File: src/rtl/clk_div_pkg.sv
// Shared defaults and channel state type for the multi-channel clock divider.
package clk_div_pkg;

  localparam int CNT_W_DEF   = 16;
  localparam int DIV_RST_DEF = 2;

  typedef enum logic {
    IDLE = 1'b0,
    RUN  = 1'b1
  } ch_state_t;

endpackage

File: src/rtl/multi_clk_div_if.sv
// Control/status bundle of the multi-channel clock divider.
interface multi_clk_div_if
  import clk_div_pkg::*;
#(
  parameter int N_CH  = 6,
  parameter int CNT_W = CNT_W_DEF
);

  logic [N_CH-1:0]       en;
  logic [N_CH*CNT_W-1:0] div_in;
  logic                  load;
  logic                  sync;
  logic [N_CH-1:0]       clk_out;
  logic [N_CH-1:0]       tick;
  logic [N_CH-1:0]       pending;

  modport master (
    output en, div_in, load, sync,
    input  clk_out, tick, pending
  );

  modport slave (
    input  en, div_in, load, sync,
    output clk_out, tick, pending
  );

endinterface

File: src/rtl/clk_div_ch.sv
// One divider channel: shadow/active divisor, period counter, run FSM.
// Outputs are computed from next-state values so they are plain flop Q's.
module clk_div_ch
  import clk_div_pkg::*;
#(
  parameter int CNT_W   = CNT_W_DEF,
  parameter int DIV_RST = DIV_RST_DEF
) (
  input  logic             clk,
  input  logic             rst_n,
  input  logic             en,
  input  logic [CNT_W-1:0] div,
  input  logic             load,
  input  logic             sync,
  output logic             clk_out,
  output logic             tick,
  output logic             pending
);

  localparam logic [CNT_W-1:0] DIV_INIT = CNT_W'(DIV_RST);
  localparam logic [CNT_W-1:0] ONE      = CNT_W'(1);

  ch_state_t        state_reg, state_next;
  logic [CNT_W-1:0] s_reg, s_next;
  logic [CNT_W-1:0] d_reg, d_next;
  logic [CNT_W-1:0] cnt_reg, cnt_next;
  logic [CNT_W:0]   high_next;
  logic             active_next;
  logic             wrap;
  logic             clk_out_reg, tick_reg, pending_reg;

  always_comb begin
    s_next     = load ? div : s_reg;
    state_next = state_reg;
    d_next     = d_reg;
    cnt_next   = cnt_reg;
    wrap       = (cnt_reg == (d_reg - ONE));
    case (state_reg)
      IDLE: begin
        cnt_next = '0;
        if (en) begin
          state_next = RUN;
          d_next     = s_next;
        end
      end
      RUN: begin
        if (!en) begin
          state_next = IDLE;
          cnt_next   = '0;
        end else if (sync) begin
          // A sync restart picks up a divisor loaded on the same edge.
          cnt_next = '0;
          d_next   = s_next;
        end else if ((d_reg == '0) || wrap) begin
          // Stopped channels treat every edge as a period boundary.
          cnt_next = '0;
          d_next   = s_reg;
        end else begin
          cnt_next = cnt_reg + ONE;
        end
      end
      default: state_next = IDLE;
    endcase

    high_next   = ({1'b0, d_next} + (CNT_W+1)'(1)) >> 1;
    active_next = (state_next == RUN) && (d_next != '0);
  end

  always_ff @(posedge clk or negedge rst_n) begin
    if (!rst_n) begin
      state_reg   <= IDLE;
      s_reg       <= DIV_INIT;
      d_reg       <= DIV_INIT;
      cnt_reg     <= '0;
      clk_out_reg <= 1'b0;
      tick_reg    <= 1'b0;
      pending_reg <= 1'b0;
    end else begin
      state_reg   <= state_next;
      s_reg       <= s_next;
      d_reg       <= d_next;
      cnt_reg     <= cnt_next;
      clk_out_reg <= active_next && ({1'b0, cnt_next} < high_next);
      tick_reg    <= active_next && (cnt_next == '0);
      pending_reg <= (s_next != d_next);
    end
  end

  assign clk_out = clk_out_reg;
  assign tick    = tick_reg;
  assign pending = pending_reg;

endmodule

File: src/rtl/multi_clk_div.sv
// N_CH independent programmable clock dividers sharing load/sync strobes.
module multi_clk_div
  import clk_div_pkg::*;
#(
  parameter int N_CH    = 6,
  parameter int CNT_W   = CNT_W_DEF,
  parameter int DIV_RST = DIV_RST_DEF
) (
  input  logic            clkin,
  input  logic            rst_n,
  multi_clk_div_if.slave  bus
);

  logic [CNT_W-1:0] div_arr [N_CH];
  logic [N_CH-1:0]  clk_out_w, tick_w, pending_w;

  genvar gi;
  generate
    for (gi = 0; gi < N_CH; gi++) begin : g_ch
      assign div_arr[gi] = bus.div_in[gi*CNT_W +: CNT_W];

      clk_div_ch #(
        .CNT_W   (CNT_W),
        .DIV_RST (DIV_RST)
      ) u_ch (
        .clk     (clkin),
        .rst_n   (rst_n),
        .en      (bus.en[gi]),
        .div     (div_arr[gi]),
        .load    (bus.load),
        .sync    (bus.sync),
        .clk_out (clk_out_w[gi]),
        .tick    (tick_w[gi]),
        .pending (pending_w[gi])
      );
    end
  endgenerate

  assign bus.clk_out = clk_out_w;
  assign bus.tick    = tick_w;
  assign bus.pending = pending_w;

endmodule

File: src/flat_wrapper.sv
// flat-port wrapper written by rule: the top's interface ports become plain ports
module multi_clk_div_flat import clk_div_pkg::*;
#(
  parameter int N_CH    = 6,
  parameter int CNT_W   = CNT_W_DEF,
  parameter int DIV_RST = DIV_RST_DEF
)
  (clkin, rst_n, bus_en, bus_div_in, bus_load, bus_sync, bus_clk_out, bus_tick, bus_pending);
  multi_clk_div_if #(.N_CH(N_CH), .CNT_W(CNT_W)) bus_i ();
  input  logic clkin;
  input  logic rst_n;
  input wire logic [$bits(bus_i.en)-1:0] bus_en;
  input wire logic [$bits(bus_i.div_in)-1:0] bus_div_in;
  input wire logic [$bits(bus_i.load)-1:0] bus_load;
  input wire logic [$bits(bus_i.sync)-1:0] bus_sync;
  output wire logic [$bits(bus_i.clk_out)-1:0] bus_clk_out;
  output wire logic [$bits(bus_i.tick)-1:0] bus_tick;
  output wire logic [$bits(bus_i.pending)-1:0] bus_pending;
  assign bus_i.en = bus_en;
  assign bus_i.div_in = bus_div_in;
  assign bus_i.load = bus_load;
  assign bus_i.sync = bus_sync;
  assign bus_clk_out = bus_i.clk_out;
  assign bus_tick = bus_i.tick;
  assign bus_pending = bus_i.pending;
  multi_clk_div #(.N_CH(N_CH), .CNT_W(CNT_W), .DIV_RST(DIV_RST)) u_core (.clkin(clkin), .rst_n(rst_n), .bus(bus_i));
endmodule
File: config.mk
export PLATFORM = sky130hd
export DESIGN_NAME = multi_clk_div_flat
export DESIGN_NICKNAME = d
export VERILOG_FILES = /design/src/rtl/clk_div_pkg.sv /design/src/rtl/multi_clk_div_if.sv /design/src/rtl/clk_div_ch.sv /design/src/rtl/multi_clk_div.sv /design/src/flat_wrapper.sv
export SDC_FILE = /design/constraint.sdc
export NUM_CORES = 1
export LEC_CHECK = 0
export ABC_AREA = 1
export CORE_ASPECT_RATIO = 1.1
export CORE_MARGIN = 2
export CORE_UTILIZATION = 35
export DETAILED_ROUTE_END_ITERATION = 7
export PLACE_DENSITY = 0.57
export RECOVER_POWER = 25
export SLEW_MARGIN = 10
export SYNTH_ARGS = -nofsm -noshare
export SYNTH_HDL_FRONTEND = slang
export SYNTH_SLANG_ARGS = --single-unit
File: constraint.sdc
create_clock -name clkin -period 4.4 [get_ports clkin]
set_input_delay 1.32 -clock clkin [delete_from_list [all_inputs] [get_ports clkin]]
set_output_delay 1.32 -clock clkin [all_outputs]
set_load 0.1 [all_outputs]
==> summary.md <==
| Metric | Value |
|---|---|
| Status | finished with violations |
| Failing checks | capacitance limit, slew limit |
| Flops & latches, synth | 312 |
| CTS buffer count | between 40 and 50 |
| Top-count cell post-synth | nand2_1 |
| Critical Path AT | about 4.7 ns |
| Reg power frac | a little under a third |
| Hold endpoint | u_core.g_ch[4].u_ch.s_reg[1] |
| Routability cong. | roughly 0.9 |
| Port Buffers | 123 |
| Most frequent cells after synthesis | nand2_1, inv_1, nor2_1 |
| Period utilization | a little over nine tenths |
| Leakage power | 18.0 nW |
| Buffers plus inverters on the worst setup path | 4 |
| Fmax | 237 MHz |
| Unique masters post-synth | between 60 and 70 |
| Die Width | 274 um |
| EDFF count, synth | 0 |
| Async set-reset flop share out of synthesis | between 90% and 100% |
| Design area | roughly 36000 sq um |
| All-Layer GR Usage | a little under a quarter |
| Vias in the first global route | about 28000 |
| Layout area overhead | 27.2% |
| Startpoint type of the worst setup path | register |
| CP max stage delay | 0.41 ns |
| RR Endpoint | u_core.g_ch[1].u_ch.clk_out |
| Crit-path max FO | 5 |
| Final Worst Setup Slack | 0.188 ns |
| Core ar. | 79100 sq um |
| Final min period | 4.21 ns |
| Routed wire length per instance | ~16 um |
| Clock root buffer master | clkbuf_16 |
| Power density over the cells | roughly 300 nW/um^2 |
| Share of layout cells above drive strength 1 | around a fifth |
| Clock transition at path regs | roughly 0.06 ns |
| DP HPWL | about 75000 um |
| Vias | around 29000 |
| Crit path capture type | register |
| Synth warn | 0 |
| CTS Buffer Depth | 3 |
| Origin of the critical flop-to-flop path | u_core.g_ch[1].u_ch.d_reg[0] |
| Syn Inst Count | about 4400 |
| Final hold vios | 0 |
| DRT iter0 DRCs | around 2000 |
| TritonCTS clock tree | yes |
| First-pass GRT wire length | 149000 um |
| Synth area leaders | dfrtp_1, nand2_1, inv_1 |
| Slew Viols, Final | between 40 and 50 |
| Hold depth | 2 |
| Critical Path Most Common Cell | nand3_2 |
| Yosys top cell area share | approximately 27% |
| CP max stage cell | dfrtp_1 |
| H-tree Lvls | 2 |
| Slew @ Worst Pin | around 3 ns |
| Hold_sp | u_core.g_ch[4].u_ch.s_reg[1] |
| Slew HR | -100% |
| Worst EP required | around 4.9 ns |
| Initial core utilization | a little over a third |
| # rows | around 110 |
| Vias per cell | 4.86 |
| Hold-fix buffers, CTS | 0 |
| Clock Skews | 0.0311 ns |
| Hold crit path type | reg2reg |
| Cell family with most CP delay | simple AND/OR/NAND/NOR gates |
| Sw Pwr | between 3 and 4 mW |
| Register area share after synthesis | between 20 and 30% |
| Die area | approximately 82000 sq um |
| Top Ports | between 100 and 150 |
| CTS sink cnt | 312 |
| Net Sw Frac | between 30% and 40% |
| Post-synth top area cell | dfrtp_1 |
| DR pass1 iterations | 6 |
| Grt total ovfl | 0 |
| Largest net degree at the start of global routing | 68 |
| Cell count of the worst reg-to-reg path | 27 |
| Register-to-Register Setup Slack | 0.19 ns |
| Post-route ant nets | 0 |
| Synth Cell Area | between 20000 and 30000 sq um |
| Critical path class | reg2reg |
| Clock Power Share | roughly a third |
| Pint | a little under 7 mW |
| Synth Flop Type | dfrtp_1 |
| DIE HEIGHT | roughly 300 um |
| Max VDD drop | ~0.00026 V |
| Max_cap viols | 1 |
| Synthesized area per cell | between 6 and 7 sq um |
| Area after DPL | between 30000 and 40000 sq um |
| Diode count | 0 |
| Routed wire length | roughly 95000 um |
| Place WS | -0.324 ns |
| Initial antenna violation count | 1 |
| Critical Path Start | u_core.g_ch[1].u_ch.d_reg[0] |
| Mapped Nets | ~4600 |
| DRC Markers | 0 |
| Clk_lat worst skew | roughly 0.60 ns |
| Combinational power share | approximately a third |
| Post-layout nets | roughly 5100 |
| Final setup fails | 0 |
-- per-stage QoR --
stage                     total power [mW]  hold WS, ns  util [%]  instances  setup TNS, ns
after CTS                             10.6        0.559      43.7       5889              0
after global routing                  11.3        0.586      45.1       5921         -0.158
after floorplan                       5.47        0.502         -       4355              0
after detailed placement              6.88        0.549      41.9       5810         -0.891
final                                 10.7        0.550      45.1       5921              0
after global placement                6.85        0.549      41.9       5810         -0.709
-- layer usage --
metal,track usage (%),share of wire [%]
met5,0,0
met4,5.88,2.4
met3,2.34,4.4
met2,37.9,47
met1,30.9,47
-- placed cells by master, fill, tap and decap left out, drive strengths merged, types with 27 or more instances in the layout --
master | synthesis | routed
dfrtp | 300 | 300
o21ai | 136 | 136
xor2 | 135 | 135
nor2 | 578 | 578
nand3 | 402 | 402
nor3 | 53 | 53
xnor2 | 102 | 102
ha | 120 | 120
nand4 | 89 | 89
nand2 | 1360 | 1360
nand3b | 27 | 27
clkbuf | 61 | 66
a21oi | 166 | 166
inv | 631 | 633
clkdlybuf4s50 | 0 | 117
buf | 54 | 436
-- worst max path at each step --
| stage | to | slack (ns) | cells after the start |
|---|---|---|---|
| global route | u_core.g_ch[1].u_ch.clk_out | -0.06 | 29 |
| global placement | u_core.g_ch[1].u_ch.clk_out | -0.29 | 21 |
| CTS | u_core.g_ch[0].u_ch.clk_out | 0.02 | 27 |
| finish | u_core.g_ch[1].u_ch.clk_out | 0.19 | 27 |
| detailed placement | u_core.g_ch[1].u_ch.clk_out | -0.32 | 20 |
| floorplan | u_core.g_ch[2].u_ch.clk_out | 0.004 | 22 |
-- logic make-up (layout without fill, tap and decap cells) --
logic type / after synthesis / in the layout / synth area share [%]
AND/OR/NAND/NOR: 2561 / 2561 / 40.7
buffers and inverters: 747 / 1268 / 10.7
AO/OA/AOI/OAI: 377 / 377 / 7.80
flip-flops: 312 / 312 / 27.9
XOR/XNOR: 238 / 238 / 7.49
adder cells (fa/ha/maj): 120 / 120 / 5.36
-- worst register-to-register path, delay by kind of cell, from the launching register on --
kind,cells,cell delay [ns]
xor gates and xnor gates,1,0.19
adders and majority gates,3,0.73
DFF,1,0.41
AOI/OAI and AO/OA,2,0.43
and+or+nand+nor,17,1.98
buffers and inverters,4,0.38
-- power groups by stage --
stage	logic (mW)	registers [mW]	clock network [mW]
5_1_grt	4.14	3.37	3.84
2_1_floorplan	2.18	3.29	0
6_report	3.71	3.35	3.63
3_5_place_dp	3.50	3.38	0
3_3_place_gp	3.47	3.38	0
4_1_cts	3.52	3.33	3.75
-- cell type report --
cell class	count	area, sq um
fill	8188	43400
multi-input combinational	3296	18100
sequential	312	7830
timing repair buffer	557	4620
inverter	632	2380
clock buffer	65	1310
tap	1045	1310
clock inverter	14	146
-- repair_timing --
action / in CTS / in global routing
setup endpoints to repair: 2 / 6
hold endpoints to repair: 0 / 0
gates cloned: 0 / 0
buffers inserted: 0 / 32
pin swaps: 1 / 93
resized for setup: 5 / 217
(Power assumes the default switching activity.)
